### config.mk
export PLATFORM = sky130hd
export DESIGN_NAME = inst_fetch_flat
export DESIGN_NICKNAME = d
export VERILOG_FILES = /design/src/rtl/inst_fetch_pkg.sv /design/src/rtl/inst_fetch_if.sv /design/src/rtl/inst_fetch_pc_reg.sv /design/src/rtl/inst_fetch.sv /design/src/flat_wrapper.sv
export SDC_FILE = /design/constraint.sdc
export NUM_CORES = 1
export LEC_CHECK = 0
export CAP_MARGIN = 5
export CORE_ASPECT_RATIO = 2
export CORE_MARGIN = 2
export CORE_UTILIZATION = 45
export CTS_CLUSTER_SIZE = 24
export DETAILED_ROUTE_END_ITERATION = 8
export HOLD_SLACK_MARGIN = 0.08
export PLACE_DENSITY = 0.86
export RECOVER_POWER = 25
export SLEW_MARGIN = 40
export SYNTH_ARGS = -nofsm -noshare
export SYNTH_HDL_FRONTEND = slang
export SYNTH_HIERARCHICAL = 1
export SYNTH_SLANG_ARGS = --single-unit
### constraint.sdc
create_clock -name clk -period 2.5 [get_ports clk]
set_input_delay 0.25 -clock clk [delete_from_list [all_inputs] [get_ports clk]]
set_output_delay 0.25 -clock clk [all_outputs]
set_load 0.02 [all_outputs]
### src/rtl/inst_fetch_pkg.sv
// Shared constants and helpers for the instruction fetch stage.
package inst_fetch_pkg;

  localparam int unsigned INST_W      = 32;
  localparam int unsigned ADDR_W_DEF  = 32;
  localparam logic [31:0] ZERO_WORD   = 32'h0000_0000;
  localparam logic [31:0] RESET_PC_DEF = 32'h0000_0000;

  typedef logic [INST_W-1:0] inst_t;

  function automatic logic misaligned(input logic [1:0] lsb);
    return |lsb;
  endfunction

endpackage

### src/rtl/inst_fetch_if.sv
// ROM bus plus IF/ID handshake between fetch (master) and ROM/decode (slave).
interface inst_fetch_if #(
  parameter int unsigned ADDR_W = 32
);
  import inst_fetch_pkg::*;

  logic              rom_ce;
  logic [ADDR_W-1:0] rom_addr;
  inst_t             rom_data;
  logic              id_valid;
  logic              id_ready;
  logic [ADDR_W-1:0] id_pc;
  inst_t             id_inst;
  logic              id_adel;
  logic              br_e;
  logic [ADDR_W-1:0] br_target;

  modport master (
    output rom_ce, rom_addr, id_valid, id_pc, id_inst, id_adel,
    input  rom_data, id_ready, br_e, br_target
  );

  modport slave (
    input  rom_ce, rom_addr, id_valid, id_pc, id_inst, id_adel,
    output rom_data, id_ready, br_e, br_target
  );

endinterface

### src/rtl/inst_fetch_pc_reg.sv
// Program counter, pending-redirect holder for branches accepted while frozen,
// and ROM chip enable.
module inst_fetch_pc_reg
  import inst_fetch_pkg::*;
#(
  parameter int unsigned       ADDR_W   = 32,
  parameter logic [ADDR_W-1:0] RESET_PC = '0
) (
  input  logic              clk,
  input  logic              rst,
  input  logic              i_advance,
  input  logic              i_redirect,
  input  logic [ADDR_W-1:0] i_br_target,
  output logic [ADDR_W-1:0] o_pc,
  output logic              o_rom_ce
);

  logic [ADDR_W-1:0] r_pc;
  logic              r_rom_ce;
  logic              r_pend_valid;
  logic [ADDR_W-1:0] r_pend_target;
  logic [ADDR_W-1:0] w_next_pc;

  // A redirect seen this cycle beats an older pending one (latest wins).
  always_comb begin
    w_next_pc = r_pc + ADDR_W'(4);
    if (i_redirect) begin
      w_next_pc = i_br_target;
    end else if (r_pend_valid) begin
      w_next_pc = r_pend_target;
    end
  end

  always_ff @(posedge clk or posedge rst) begin
    if (rst) begin
      r_pc          <= RESET_PC;
      r_rom_ce      <= 1'b0;
      r_pend_valid  <= 1'b0;
      r_pend_target <= '0;
    end else begin
      r_rom_ce <= 1'b1;
      if (i_advance) begin
        r_pc         <= w_next_pc;
        r_pend_valid <= 1'b0;
      end else if (i_redirect) begin
        r_pend_valid  <= 1'b1;
        r_pend_target <= i_br_target;
      end
    end
  end

  assign o_pc     = r_pc;
  assign o_rom_ce = r_rom_ce;

endmodule

### src/rtl/inst_fetch.sv
// IF stage: drives the ROM from the PC and captures the returned word into
// the IF/ID register, handed to decode over valid/ready with one delay slot.
module inst_fetch
  import inst_fetch_pkg::*;
#(
  parameter int unsigned       ADDR_W   = ADDR_W_DEF,
  parameter logic [ADDR_W-1:0] RESET_PC = RESET_PC_DEF[ADDR_W-1:0]
) (
  input  logic        clk,
  input  logic        rst,
  input  logic        i_en,
  inst_fetch_if.master bus
);

  logic [ADDR_W-1:0] w_pc;
  logic              w_rom_ce;
  logic              w_consume;
  logic              w_advance;
  logic              w_redirect;

  logic              r_id_valid;
  logic [ADDR_W-1:0] r_id_pc;
  inst_t             r_id_inst;
  logic              r_id_adel;

  assign w_consume  = r_id_valid & bus.id_ready;
  assign w_advance  = w_rom_ce & i_en & (~r_id_valid | bus.id_ready);
  assign w_redirect = w_consume & bus.br_e;

  inst_fetch_pc_reg #(
    .ADDR_W   (ADDR_W),
    .RESET_PC (RESET_PC)
  ) u_pc_reg (
    .clk         (clk),
    .rst         (rst),
    .i_advance   (w_advance),
    .i_redirect  (w_redirect),
    .i_br_target (bus.br_target),
    .o_pc        (w_pc),
    .o_rom_ce    (w_rom_ce)
  );

  // The word fetched alongside a consumed branch is its delay slot and always lands here.
  always_ff @(posedge clk or posedge rst) begin
    if (rst) begin
      r_id_valid <= 1'b0;
      r_id_pc    <= '0;
      r_id_inst  <= ZERO_WORD;
      r_id_adel  <= 1'b0;
    end else if (w_advance) begin
      r_id_valid <= 1'b1;
      r_id_pc    <= w_pc;
      r_id_inst  <= bus.rom_data;
      r_id_adel  <= misaligned(w_pc[1:0]);
    end else if (w_consume) begin
      r_id_valid <= 1'b0;
    end
  end

  assign bus.rom_ce   = w_rom_ce;
  assign bus.rom_addr = w_pc;
  assign bus.id_valid = r_id_valid;
  assign bus.id_pc    = r_id_pc;
  assign bus.id_inst  = r_id_inst;
  assign bus.id_adel  = r_id_adel;

endmodule

### src/flat_wrapper.sv
// flat-port wrapper written by rule: the top's interface ports become plain ports
module inst_fetch_flat import inst_fetch_pkg::*;
#(
  parameter int unsigned       ADDR_W   = ADDR_W_DEF,
  parameter logic [ADDR_W-1:0] RESET_PC = RESET_PC_DEF[ADDR_W-1:0]
)
  (clk, rst, i_en, bus_rom_ce, bus_rom_addr, bus_id_valid, bus_id_pc, bus_id_inst, bus_id_adel, bus_rom_data, bus_id_ready, bus_br_e, bus_br_target);
  inst_fetch_if #(.ADDR_W(ADDR_W)) bus_i ();
  input  logic clk;
  input  logic rst;
  input  logic i_en;
  output wire logic [$bits(bus_i.rom_ce)-1:0] bus_rom_ce;
  output wire logic [$bits(bus_i.rom_addr)-1:0] bus_rom_addr;
  output wire logic [$bits(bus_i.id_valid)-1:0] bus_id_valid;
  output wire logic [$bits(bus_i.id_pc)-1:0] bus_id_pc;
  output wire logic [$bits(bus_i.id_inst)-1:0] bus_id_inst;
  output wire logic [$bits(bus_i.id_adel)-1:0] bus_id_adel;
  input wire logic [$bits(bus_i.rom_data)-1:0] bus_rom_data;
  input wire logic [$bits(bus_i.id_ready)-1:0] bus_id_ready;
  input wire logic [$bits(bus_i.br_e)-1:0] bus_br_e;
  input wire logic [$bits(bus_i.br_target)-1:0] bus_br_target;
  assign bus_rom_ce = bus_i.rom_ce;
  assign bus_rom_addr = bus_i.rom_addr;
  assign bus_id_valid = bus_i.id_valid;
  assign bus_id_pc = bus_i.id_pc;
  assign bus_id_inst = bus_i.id_inst;
  assign bus_id_adel = bus_i.id_adel;
  assign bus_i.rom_data = bus_rom_data;
  assign bus_i.id_ready = bus_id_ready;
  assign bus_i.br_e = bus_br_e;
  assign bus_i.br_target = bus_br_target;
  inst_fetch #(.ADDR_W(ADDR_W), .RESET_PC(RESET_PC)) u_core (.clk(clk), .rst(rst), .i_en(i_en), .bus(bus_i));
endmodule
==> metrics.md <==
| Metric | Value |
|---|---|
| Setup violators final | `0` |
| Dpl cells | `885` |
| Hold_buf cts | `0` |
| Clock buffer count from CTS | `17` |
| Share of cells above drive strength 1 | `22.8%` |
| Mux share of post-synthesis cell area | `20.6%` |
| Buffer depth of the longest clock path | `2` |
| Final Cycle Share | `90.4%` |
| Full die area | `0.0150 mm^2` |
| Crit path kind | `reg2reg` |
| WP data required | `2.80 ns` |
| Simple-gate share of the synthesized area | `10.4%` |
| DIE HEIGHT | `171 um` |
| CP endpoint | `u_core/u_pc_reg/o_pc[21]` |
| PD cells | `1000 mW/mm^2` |
| Yosys warns | `6` |
| Static Leak | `0.00368 uW` |
| DRT met1 WL | `6250 um` |
| Hold Violations, Final | `0` |
| Main combinational cell family by area after synthesis | `multiplexers` |
| Clock-pin slew on the worst setup and hold paths | `0.06 ns` |
| Setup TNS | `0 ns` |
| Startpoint Class | `flop` |
| Design Area, Final | `0.00887 mm^2` |
| Synth Flop Type | `dfrtp_1` |
| H-tree depth | `4` |
| Die Span X | `87.6 um` |
| Pin count of the biggest net entering global routing | `57` |
| Post-Layout Cell Count | `917` |
| #FFs+latches synth | `132` |
| Core ar. | `0.0138 mm^2` |
| Fmax achieved | `443 MHz` |
| Critical R2R Launch | `u_core/u_pc_reg/o_pc[7]` |
| Crit end category | `flop` |
| Final GP Congestion | `0.894` |
| Root Driver | `clkbuf_16` |
| Drt first-iter violations | `331` |
| WL per Instance | `19.0 um` |
| Setup bufs post-CTS | `0` |
| Min Hold Slack | `0.441 ns` |
| Status | `finished, final reports clean` |
| Xor and xnor fraction of the mapped netlist area | `1.81%` |
| RSZ-0062 raised after global routing | `no` |
| DRC Markers | `0` |
| Number of global-route vias before repair | `5184` |
| HP Class | `in2reg` |
| Top Layer Used | `met4` |
| Final Routed Wirelength | `17400 um` |
| Cell Area, Placed | `0.00831 mm^2` |
| Number of max-slew violations in the final report | `0` |
| Met2 Routed Length | `9410 um` |
| Multi-input logic area | `0.00273 mm^2` |
| Tot GR Track Use | `23.6%` |
| Cell Chain, Critical Path | `nand4_1 > or4_1 > nor2_1 > o32ai_1 > a31o_2` |
| Worst VDD drop | `0.560 mV` |
| Port Buffers | `167` |
| Met3 wire len | `790 um` |
| Critical-path top delay cell | `or4_1` |
| NumNets Final | `785` |
| Global-route wire length before repair | `27000 um` |
| Layout area overhead | `41.1%` |
| Initial DRT Pass Iterations | `5` |
| Total number of vias | `5069` |
| Adder-cell share of the synthesized area | `0.199%` |
| Reg2Reg Depth | `5` |
| I/O pin cnt | `168` |
| Crit-path max cell delay | `0.73 ns` |
| Compound-gate portion of the synthesized area | `10.3%` |
| Register area | `0.00330 mm^2` |
| DP Wirelength | `12800 um` |
| Crit Path Max Fanout | `7` |
| Fill count | `1028` |
| Overflow after GRT | `0` |
| Routed vias/inst | `5.53` |
| Critical path data arrival time | `2.56 ns` |
| Initial Utilization | `45.5%` |
| Initial antenna violation count | `0` |
| Post-layout min period | `2.26 ns` |
| Post-CTS Resized | `0` |
| Num rows | `61` |
| Max cap viols | `0` |
| Post-DRT Antenna Nets | `0` |
| R2r endpoint | `u_core/u_pc_reg/o_pc[21]` |
| Syn Nets | `598` |
| Yosys cell types | `57` |
| Post-synthesis cell area | `0.00629 mm^2` |
| Clk_lat worst skew | `0.42 ns` |
| CTS tree | `yes` |
| Sink Count | `132` |
| Final setup skew | `0.00905 ns` |
| Cells after Synth | `528` |
| EDFF count, synth | `0` |
| Worst Setup SP | `u_core/u_pc_reg/o_pc[7]` |
| Min-delay src | `bus_rom_data[3]` |
| Antenna Cells | `0` |
| Post-synthesis sequential area ratio | `52.5%` |
| Worst-margin pin slew | `1.26 ns` |
| Setup slack, reg-to-reg | `0.24 ns` |
| Slew margin rel. | `15.7%` |
| Avg Inst Size Synth | `11.9 um^2` |
| FFs w/ async S/R, synth | `100%` |
final cells by class:
type                       count  share of cell area [%]
tap                          189                    2.66
clock inverter                14                    1.73
sequential                   132                    37.2
clock buffer                  18                    4.84
inverter                      14                   0.592
multi-input combinational    351                    30.7
timing repair buffer         199                    22.2
per-stage QoR:
| step | total power [uW] | util, % | setup slack (ns) |
|---|---|---|---|
| floorplan | 4860 | - | 0.136 |
| global placement | 6340 | 60.1 | 0.325 |
| detailed placement | 6460 | 60.1 | 0.279 |
| CTS | 8950 | 64.3 | 0.250 |
| global route | 9320 | 64.2 | 0.0822 |
| finish | 8890 | 64.2 | 0.241 |
per-layer routing:
metal	global-route usage, %	vias to the layer above
li1	-	2290
met1	26.5	2501
met2	39.9	215
met3	4.82	63
met4	14.8	0
met5	0	-
Yosys cell counts (all sizes together), types with 2 or more instances:
master  number  area (um^2)
dfrtp      132         3300
mux2        97         1230
nand2       45          169
o21ai       41          205
nor2        30          113
clkbuf      22         82.6
nand3       16         85.1
a21oi       14         81.3
inv         13         48.8
and3        10         62.6
buf          9          125
xor2         9         78.8
a221o        8         80.1
nor3         8         45.0
nand4        7         43.8
nor4         7         43.8
mux2i        6         60.1
o211ai       5         37.5
a221oi       4         35.0
a22oi        4         30.0
or3          4         35.0
xnor2        4         35.0
a31oi        3         18.8
nand2b       3         18.8
o22ai        3         18.8
a211oi       2         15.0
or4          2         15.0
sequential cells by signal, summed over array words and instances (netlist names):
| name | flops |
|---|---|
| u_core/u_pc_reg/o_rom_ce | 1 |
| u_core/u_pc_reg/r_pend_valid | 1 |
| u_core/bus.id_valid | 1 |
| u_core/bus.id_adel | 1 |
| u_core/bus.id_pc | 32 |
| u_core/u_pc_reg/o_pc | 32 |
| u_core/bus.id_inst | 32 |
| u_core/u_pc_reg/r_pend_target | 32 |
worst max-delay path: cells and delay by family, from the launching register on:
family	cells	cell delay, ns
DFF	1	0.44
and+or+nand+nor	3	1.34
AOI/OAI and AO/OA	2	0.38
power breakdown:
part           switching, uW  internal, uW  leakage (uW)
Sequential               489          2740       0.00157
Combinational           1530          1680       0.00184
Clock                    967          1470      0.000266
cells in the final DEF, fill, tap and decap left out, types with 2 or more instances in the layout:
cell	instances
clkdlybuf4s50_1	166
dfrtp_1	132
mux2_2	59
nand2_1	45
o21ai_0	41
mux2_4	38
nor2_1	29
buf_4	26
clkbuf_16	17
nand3_1	15
a21oi_1	13
inv_1	12
and3_1	10
xor2_1	9
a221o_1	8
nor3_1	7
nand4_1	7
nor4_1	7
clkinvlp_4	6
mux2i_1	6
o211ai_1	5
buf_12	4
a22oi_1	4
a221oi_1	4
xnor2_1	4
inv_6	3
nand2b_1	3
o22ai_1	3
a31oi_1	3
clkinv_4	2
bufinv_16	2
or3_1	2
or4_1	2
or3_4	2
a211oi_1	2
how the worst min path moves through the flow:
stage	end	cells after the start	slack [ns]
3_3_place_gp	u_core/u_pc_reg/r_pend_target[26]	1	0.48
5_1_grt	u_core/bus.id_inst[1]	2	0.44
3_5_place_dp	u_core/bus.id_inst[24]	1	0.49
2_1_floorplan	u_core/bus.id_valid	1	0.36
4_1_cts	u_core/u_pc_reg/r_pend_target[17]	2	0.25
6_report	u_core/bus.id_inst[3]	2	0.44
cells by family (layout without fill, tap and decap cells):
logic type,count (synthesis),after routing
AOI/OAI and AO/OA,98,98
xor gates and xnor gates,13,13
adders and majority gates,1,1
buffers and inverters,45,245
DFF,132,132
muxes,103,103
other,1,1
and+or+nand+nor,135,135
No activity file was read; power rests on OpenSTA's default activity.
